--- config.mk ---
export PLATFORM = sky130hd
export DESIGN_NAME = fetch_unit
export DESIGN_NICKNAME = d
export VERILOG_FILES = /design/src/rtl/fetch_pkg.sv /design/src/rtl/fetch_queue.sv /design/src/rtl/fetch_unit.sv
export SDC_FILE = /design/constraint.sdc
export NUM_CORES = 1
export LEC_CHECK = 0
export CORE_ASPECT_RATIO = 1.2
export CORE_MARGIN = 2
export CORE_UTILIZATION = 40
export CTS_CLUSTER_DIAMETER = 100
export DETAILED_ROUTE_END_ITERATION = 10
export PLACE_DENSITY = 0.58
export SKIP_CTS_REPAIR_TIMING = 1
export SLEW_MARGIN = 20
export SYNTH_ARGS = -nofsm -noshare
export SYNTH_HDL_FRONTEND = slang
export SYNTH_SLANG_ARGS = --single-unit
--- constraint.sdc ---
create_clock -name clk -period 7.2 [get_ports clk]
set_clock_uncertainty 0.05 [all_clocks]
set_input_delay 1.08 -clock clk [delete_from_list [all_inputs] [get_ports clk]]
set_output_delay 1.08 -clock clk [all_outputs]
set_load 0.1 [all_outputs]
--- src/rtl/fetch_pkg.sv ---
// Shared widths, the NOP encoding and the fetch queue entry layout for the
// instruction fetch stage.
package fetch_pkg;

    localparam int PC_W    = 16;
    localparam int INSTR_W = 16;

    localparam logic [INSTR_W-1:0] NOP_INSTR = 16'h0000;

    typedef struct packed {
        logic [PC_W-1:0]    pc;
        logic [INSTR_W-1:0] instr;
    } fetch_entry_t;

endpackage

--- src/rtl/fetch_queue.sv ---
// In-order fetch queue: synchronous FIFO of {pc, instr} entries with clear.
// Pointers carry an extra MSB so full and empty are distinguishable.
module fetch_queue
    import fetch_pkg::*;
#(
    parameter int DEPTH = 4
) (
    input  logic                   clk,
    input  logic                   i_reset,
    input  logic                   i_clear,
    input  logic                   i_push,
    input  fetch_entry_t           i_wdata,
    input  logic                   i_pop,
    output fetch_entry_t           o_head,
    output logic [$clog2(DEPTH):0] o_count,
    output logic                   o_empty,
    output logic                   o_full
);

    localparam int AW = $clog2(DEPTH);

    fetch_entry_t r_mem [DEPTH];
    logic [AW:0]  r_wr_ptr;
    logic [AW:0]  r_rd_ptr;
    logic         w_push;
    logic         w_pop;

    assign w_push = i_push && !o_full && !i_clear;
    assign w_pop  = i_pop && !o_empty && !i_clear;

    always_ff @(posedge clk) begin
        if (w_push) begin
            r_mem[r_wr_ptr[AW-1:0]] <= i_wdata;
        end
    end

    always_ff @(posedge clk) begin
        if (i_reset || i_clear) begin
            r_wr_ptr <= '0;
            r_rd_ptr <= '0;
        end else begin
            if (w_push) begin
                r_wr_ptr <= r_wr_ptr + (AW+1)'(1);
            end
            if (w_pop) begin
                r_rd_ptr <= r_rd_ptr + (AW+1)'(1);
            end
        end
    end

    assign o_head  = r_mem[r_rd_ptr[AW-1:0]];
    assign o_count = r_wr_ptr - r_rd_ptr;
    assign o_empty = (r_wr_ptr == r_rd_ptr);
    assign o_full  = (r_wr_ptr[AW] != r_rd_ptr[AW]) &&
                     (r_wr_ptr[AW-1:0] == r_rd_ptr[AW-1:0]);

endmodule

--- src/rtl/fetch_unit.sv ---
// Instruction fetch stage: PC, credit-limited imem requests, in-order queue,
// flush/redirect on taken branch. FETCH_PERF_CNT_EN adds perf counters.
module fetch_unit
    import fetch_pkg::*;
#(
    parameter int               QDEPTH   = 4,
    parameter logic [PC_W-1:0]  RESET_PC = 16'h0000
) (
    input  logic               clk,
    input  logic               reset,
    input  logic               stall,
    input  logic               is_branch_taken,
    input  logic [PC_W-1:0]    branch_target,
    output logic               imem_req,
    output logic [PC_W-1:0]    imem_addr,
    input  logic               imem_ack,
    input  logic [INSTR_W-1:0] imem_rdata,
    output logic [INSTR_W-1:0] instr,
    output logic               instr_valid,
    output logic [PC_W-1:0]    instr_pc
`ifdef FETCH_PERF_CNT_EN
    ,
    output logic [15:0]        perf_fetched,
    output logic [15:0]        perf_flushes
`endif
);

    localparam int           CW         = $clog2(QDEPTH) + 1;
    localparam logic [CW:0]  QDEPTH_LIM = (CW+1)'(QDEPTH);

    logic [PC_W-1:0] r_pc;
    logic [PC_W-1:0] r_ret_pc;
    logic [CW-1:0]   r_outstanding;
    logic [CW-1:0]   r_drop_cnt;

    logic [CW-1:0]   w_count;
    logic            w_empty;
    logic            w_full;
    fetch_entry_t    w_head;
    fetch_entry_t    w_push_entry;
    logic            w_issue;
    logic            w_ack;
    logic            w_push;
    logic            w_pop;

    // Credits use the registered count, so a same-cycle pop never frees one.
    assign w_issue = !reset && !is_branch_taken &&
                     (({1'b0, r_outstanding} + {1'b0, w_count}) < QDEPTH_LIM);
    // Acks with nothing outstanding belong to requests issued before reset.
    assign w_ack   = imem_ack && (r_outstanding != '0);
    assign w_push  = w_ack && !is_branch_taken && (r_drop_cnt == '0) && !w_full;
    assign w_pop   = !w_empty && !stall && !is_branch_taken;

    assign w_push_entry.pc    = r_ret_pc;
    assign w_push_entry.instr = imem_rdata;

    fetch_queue #(
        .DEPTH   (QDEPTH)
    ) u_queue (
        .clk     (clk),
        .i_reset (reset),
        .i_clear (is_branch_taken),
        .i_push  (w_push),
        .i_wdata (w_push_entry),
        .i_pop   (w_pop),
        .o_head  (w_head),
        .o_count (w_count),
        .o_empty (w_empty),
        .o_full  (w_full)
    );

    always_ff @(posedge clk) begin
        if (reset) begin
            r_pc          <= RESET_PC;
            r_ret_pc      <= RESET_PC;
            r_outstanding <= '0;
            r_drop_cnt    <= '0;
        end else begin
            if (is_branch_taken) begin
                r_pc       <= branch_target;
                r_ret_pc   <= branch_target;
                r_drop_cnt <= r_outstanding - CW'(w_ack);
            end else begin
                if (w_issue) begin
                    r_pc <= r_pc + PC_W'(1);
                end
                // Dropped words belong to the pre-redirect stream and do not advance ret_pc.
                if (w_ack) begin
                    if (r_drop_cnt != '0) begin
                        r_drop_cnt <= r_drop_cnt - CW'(1);
                    end else begin
                        r_ret_pc <= r_ret_pc + PC_W'(1);
                    end
                end
            end
            case ({w_issue, w_ack})
                2'b10:   r_outstanding <= r_outstanding + CW'(1);
                2'b01:   r_outstanding <= r_outstanding - CW'(1);
                default: r_outstanding <= r_outstanding;
            endcase
        end
    end

    assign imem_req    = w_issue;
    assign imem_addr   = r_pc;
    assign instr_valid = !w_empty;
    assign instr       = w_empty ? NOP_INSTR : w_head.instr;
    assign instr_pc    = w_empty ? '0 : w_head.pc;

`ifdef FETCH_PERF_CNT_EN
    logic [15:0] r_perf_fetched;
    logic [15:0] r_perf_flushes;

    always_ff @(posedge clk) begin
        if (reset) begin
            r_perf_fetched <= '0;
            r_perf_flushes <= '0;
        end else begin
            if (w_pop && (r_perf_fetched != 16'hFFFF)) begin
                r_perf_fetched <= r_perf_fetched + 16'd1;
            end
            if (is_branch_taken && (r_perf_flushes != 16'hFFFF)) begin
                r_perf_flushes <= r_perf_flushes + 16'd1;
            end
        end
    end

    assign perf_fetched = r_perf_fetched;
    assign perf_flushes = r_perf_flushes;
`endif

endmodule
==> summary.md <==
| Metric | Value |
|---|---|
| Largest net degree at the start of global routing | 37 |
| NumNets Final | between 600 and 700 |
| I/O pins | 87 |
| Clock latency on the worst-skew pair | approximately 0.42 ns |
| Reg2reg setup slack | 3.84 ns |
| CTS Sinks | 174 |
| Via/cell ratio | 5.453 |
| CP Launch Point | u_queue.r_wr_ptr[0] |
| GR Util met2 | 0.2784 |
| WL final | between 15,000 and 20,000 um |
| Worst-path clk slew | 0.06 ns |
| Final core utilization | 0.5036 |
| Row count | 54 |
| Clk buf depth | 2 |
| WL per Instance | ~19 um |
| Initial core utilization | 0.4106 |
| Layout cell share with drive strength beyond 1 | 0.1232 |
| Clock Power Share | 0.379 |
| Routed Antenna Nets | 0 |
| Initial antenna violation count | 0 |
| Mapped Cells | around 510 |
| Flops & latches, synth | 174 |
| Ys async rst share | 0 |
| Largest cells by area after synthesis | edfxtp_1, dfxtp_1, mux4_2 |
| Total Power | 2.519 mW |
| Placed cell count | 801 |
| Worst setup SP type | register |
| Synth Flop Type | edfxtp_1 |
| Period utilization | 0.6886 |
| Path category of the worst min-delay check | register to register |
| Crit end category | output port |
| GRT busiest layer | met2 |
| CTS tree | done |
| Synth area leader | edfxtp_1 |
| Number of buffers created by CTS | 17 |
| Iter 0 DRT Violations | just under 300 |
| Number of flops mapped to enable cells by yosys | about 130 |
| Synthesized area | around 7500 um2 |
| Slew headroom | 0.3429 |
| IO Port Bufs | 86 |
| DRC | 0 |
| RSZ-0062 raised after global routing | false |
| Sequential share of power | 0.464 |
| Number of global-route vias before repair | roughly 4.8k |
| First-pass GRT wire length | approximately 25,000 um |
| Final HPWL DP | 9764 um |
| Sequential share of the synthesized area | 0.6362 |
| GR Util met1 | 0.2020 |
| Mapped Avg Cell Area | between 10 and 15 um2 |
| Worst slew pin tran | just under 1 ns |
| Synth-to-layout area growth | 22.67% |
| Antenna Cells | 0 |
| Hold Violations, Final | 0 |
| Synth top area share | 0.5132 |
| Switching power | around 0.66 mW |
| Final min period | slightly below 5 ns |
| Hold Crit Start | u_queue.r_wr_ptr[2] |
| Synth warnings | 0 |
| Area of the core | 18,240 um2 |
| Total congestion overflow | 0 |
| R2R Path Start | u_queue.r_wr_ptr[0] |
| Internal | between 1.5 and 2 mW |
| Leak pwr | 3.008 nW |
| Worst hold slack | roughly 0.47 ns |
| Root Driver | clkbuf_16 |
| Total track usage | 0.1634 |
| Critical Path RT | roughly 6 ns |
| Syn Nets | ~570 |
| Pre-antenna DRT Iters | 4 |
| Setup violators final | 0 |
| Die Y | about 150 um |
| Sw frac | 0.2623 |
| Status | finished, final reports clean |
| Grt met3 use | 0.03723 |
| Area of the die | about 20,000 um2 |
| Count leader, synth | edfxtp_1 |
| Max-slew violations | 0 |
| Unique masters post-synth | 52 |
| Final TNS setup | 0 ns |
| Max Cap Viol | 0 |
| Max Fanout on Critical Path | 6 |
| Combinational share of power | 0.158 |
| Non-Filler Instances | between 800 and 900 |
| Die width | roughly 130 um |
| Maximum clock rate | slightly above 200 MHz |
| GPL Wtd Cong | ~0.83 |
| Power per cell area | around 270 nW/um2 |
| H-tree levels | 4 |
| Crit Path Category | register to output port |
| Synth cell count leaders | edfxtp_1, dfxtp_1, nor2b_1, mux4_2, inv_1 |
| Via count | 4,542 |
| Max VDD drop | ~0.16 mV |
| Worst EP arrival | between 3 and 4 ns |
[routing by layer]
layer  part of all wire  vias up
met4              0.016        0
met3              0.042       20
met2               0.51      135
li1                   -     2145
met5                  0        -
met1               0.43     2242
[through the flow]
stage / area [um2] / worst slack [ns]
after global placement: 8552 / 2.715
after detailed placement: 8552 / 2.691
after global routing: 9188 / 2.010
after floorplan: 7490 / 3.552
final: 9188 / 2.242
after CTS: 9188 / 2.243
[power by group through the flow]
stage | Sequential [mW] | Clock, mW | Combinational (mW)
3_3_place_gp | 1.19 | 0 | 0.391
4_1_cts | 1.17 | 0.977 | 0.400
5_1_grt | 1.17 | 1.02 | 0.429
6_report | 1.17 | 0.954 | 0.397
2_1_floorplan | 1.23 | 0 | 0.248
3_5_place_dp | 1.19 | 0 | 0.398
[final cells by class]
type / instances / area [um2]
Sequential cell: 174 / 4766
Inverter: 26 / 97.59
Timing Repair Buffer: 91 / 898.4
Multi-Input combinational cell: 286 / 2510
Clock inverter: 7 / 97.59
Fill cell: 1569 / 9055
Clock buffer: 25 / 538.0
Tap cell: 224 / 280.3
[sequential cells by signal (all words and copies together), names as in the netlist, named ones only]
| signal | flops |
|---|---|
| r_outstanding | 3 |
| u_queue.r_rd_ptr | 3 |
| u_queue.r_wr_ptr | 3 |
| imem_addr | 16 |
| r_drop_cnt | 3 |
| r_ret_pc | 16 |
| u_queue.r_mem | 128 |
[layout by cell type, fill, tap and decap left out, drive strengths merged, types with 5 or more instances in the layout]
cell           count
a31oi              7
nand4             12
a21oi             18
and2               9
nand3             11
dfxtp             46
o31ai              5
clkdlybuf4s50     86
nor4               5
nand2             12
a21boi             8
inv               26
clkbuf            25
mux4              32
or3                7
xor2              11
o31a               9
or4                9
nor2              18
buf                5
nor2b             33
mux2i              5
xnor2              9
ha                16
edfxtp           128
[critical path, stage by stage, from the launching register on]
cell,delay (ns)
dfxtp_1,0.34
inv_1,0.11
ha_1,0.16
inv_1,0.05
fa_1,0.37
xnor2_1,0.17
ha_1,0.25
nor3_1,0.51
nand3_1,0.21
inv_1,0.09
clkdlybuf4s50_1,1.13
[path summary, 6_finish.rpt]
path | endpoint | depth (start not counted)
worst min register to register | u_queue.r_wr_ptr[2] | 2
worst max register to register | r_outstanding[2] | 14
worst max-delay path | imem_req | 10
worst min-delay path | u_queue.r_wr_ptr[2] | 2
[logic make-up after synthesis]
logic type,share of synthesized area
AO/OA/AOI/OAI,0.07133
AND/OR/NAND/NOR,0.1044
XOR/XNOR,0.02339
buffers and inverters,0.02974
adder cells (fa/ha/maj),0.03207
flip-flops,0.6362
multiplexers,0.1029
No activity file was read; power rests on OpenSTA's default activity.
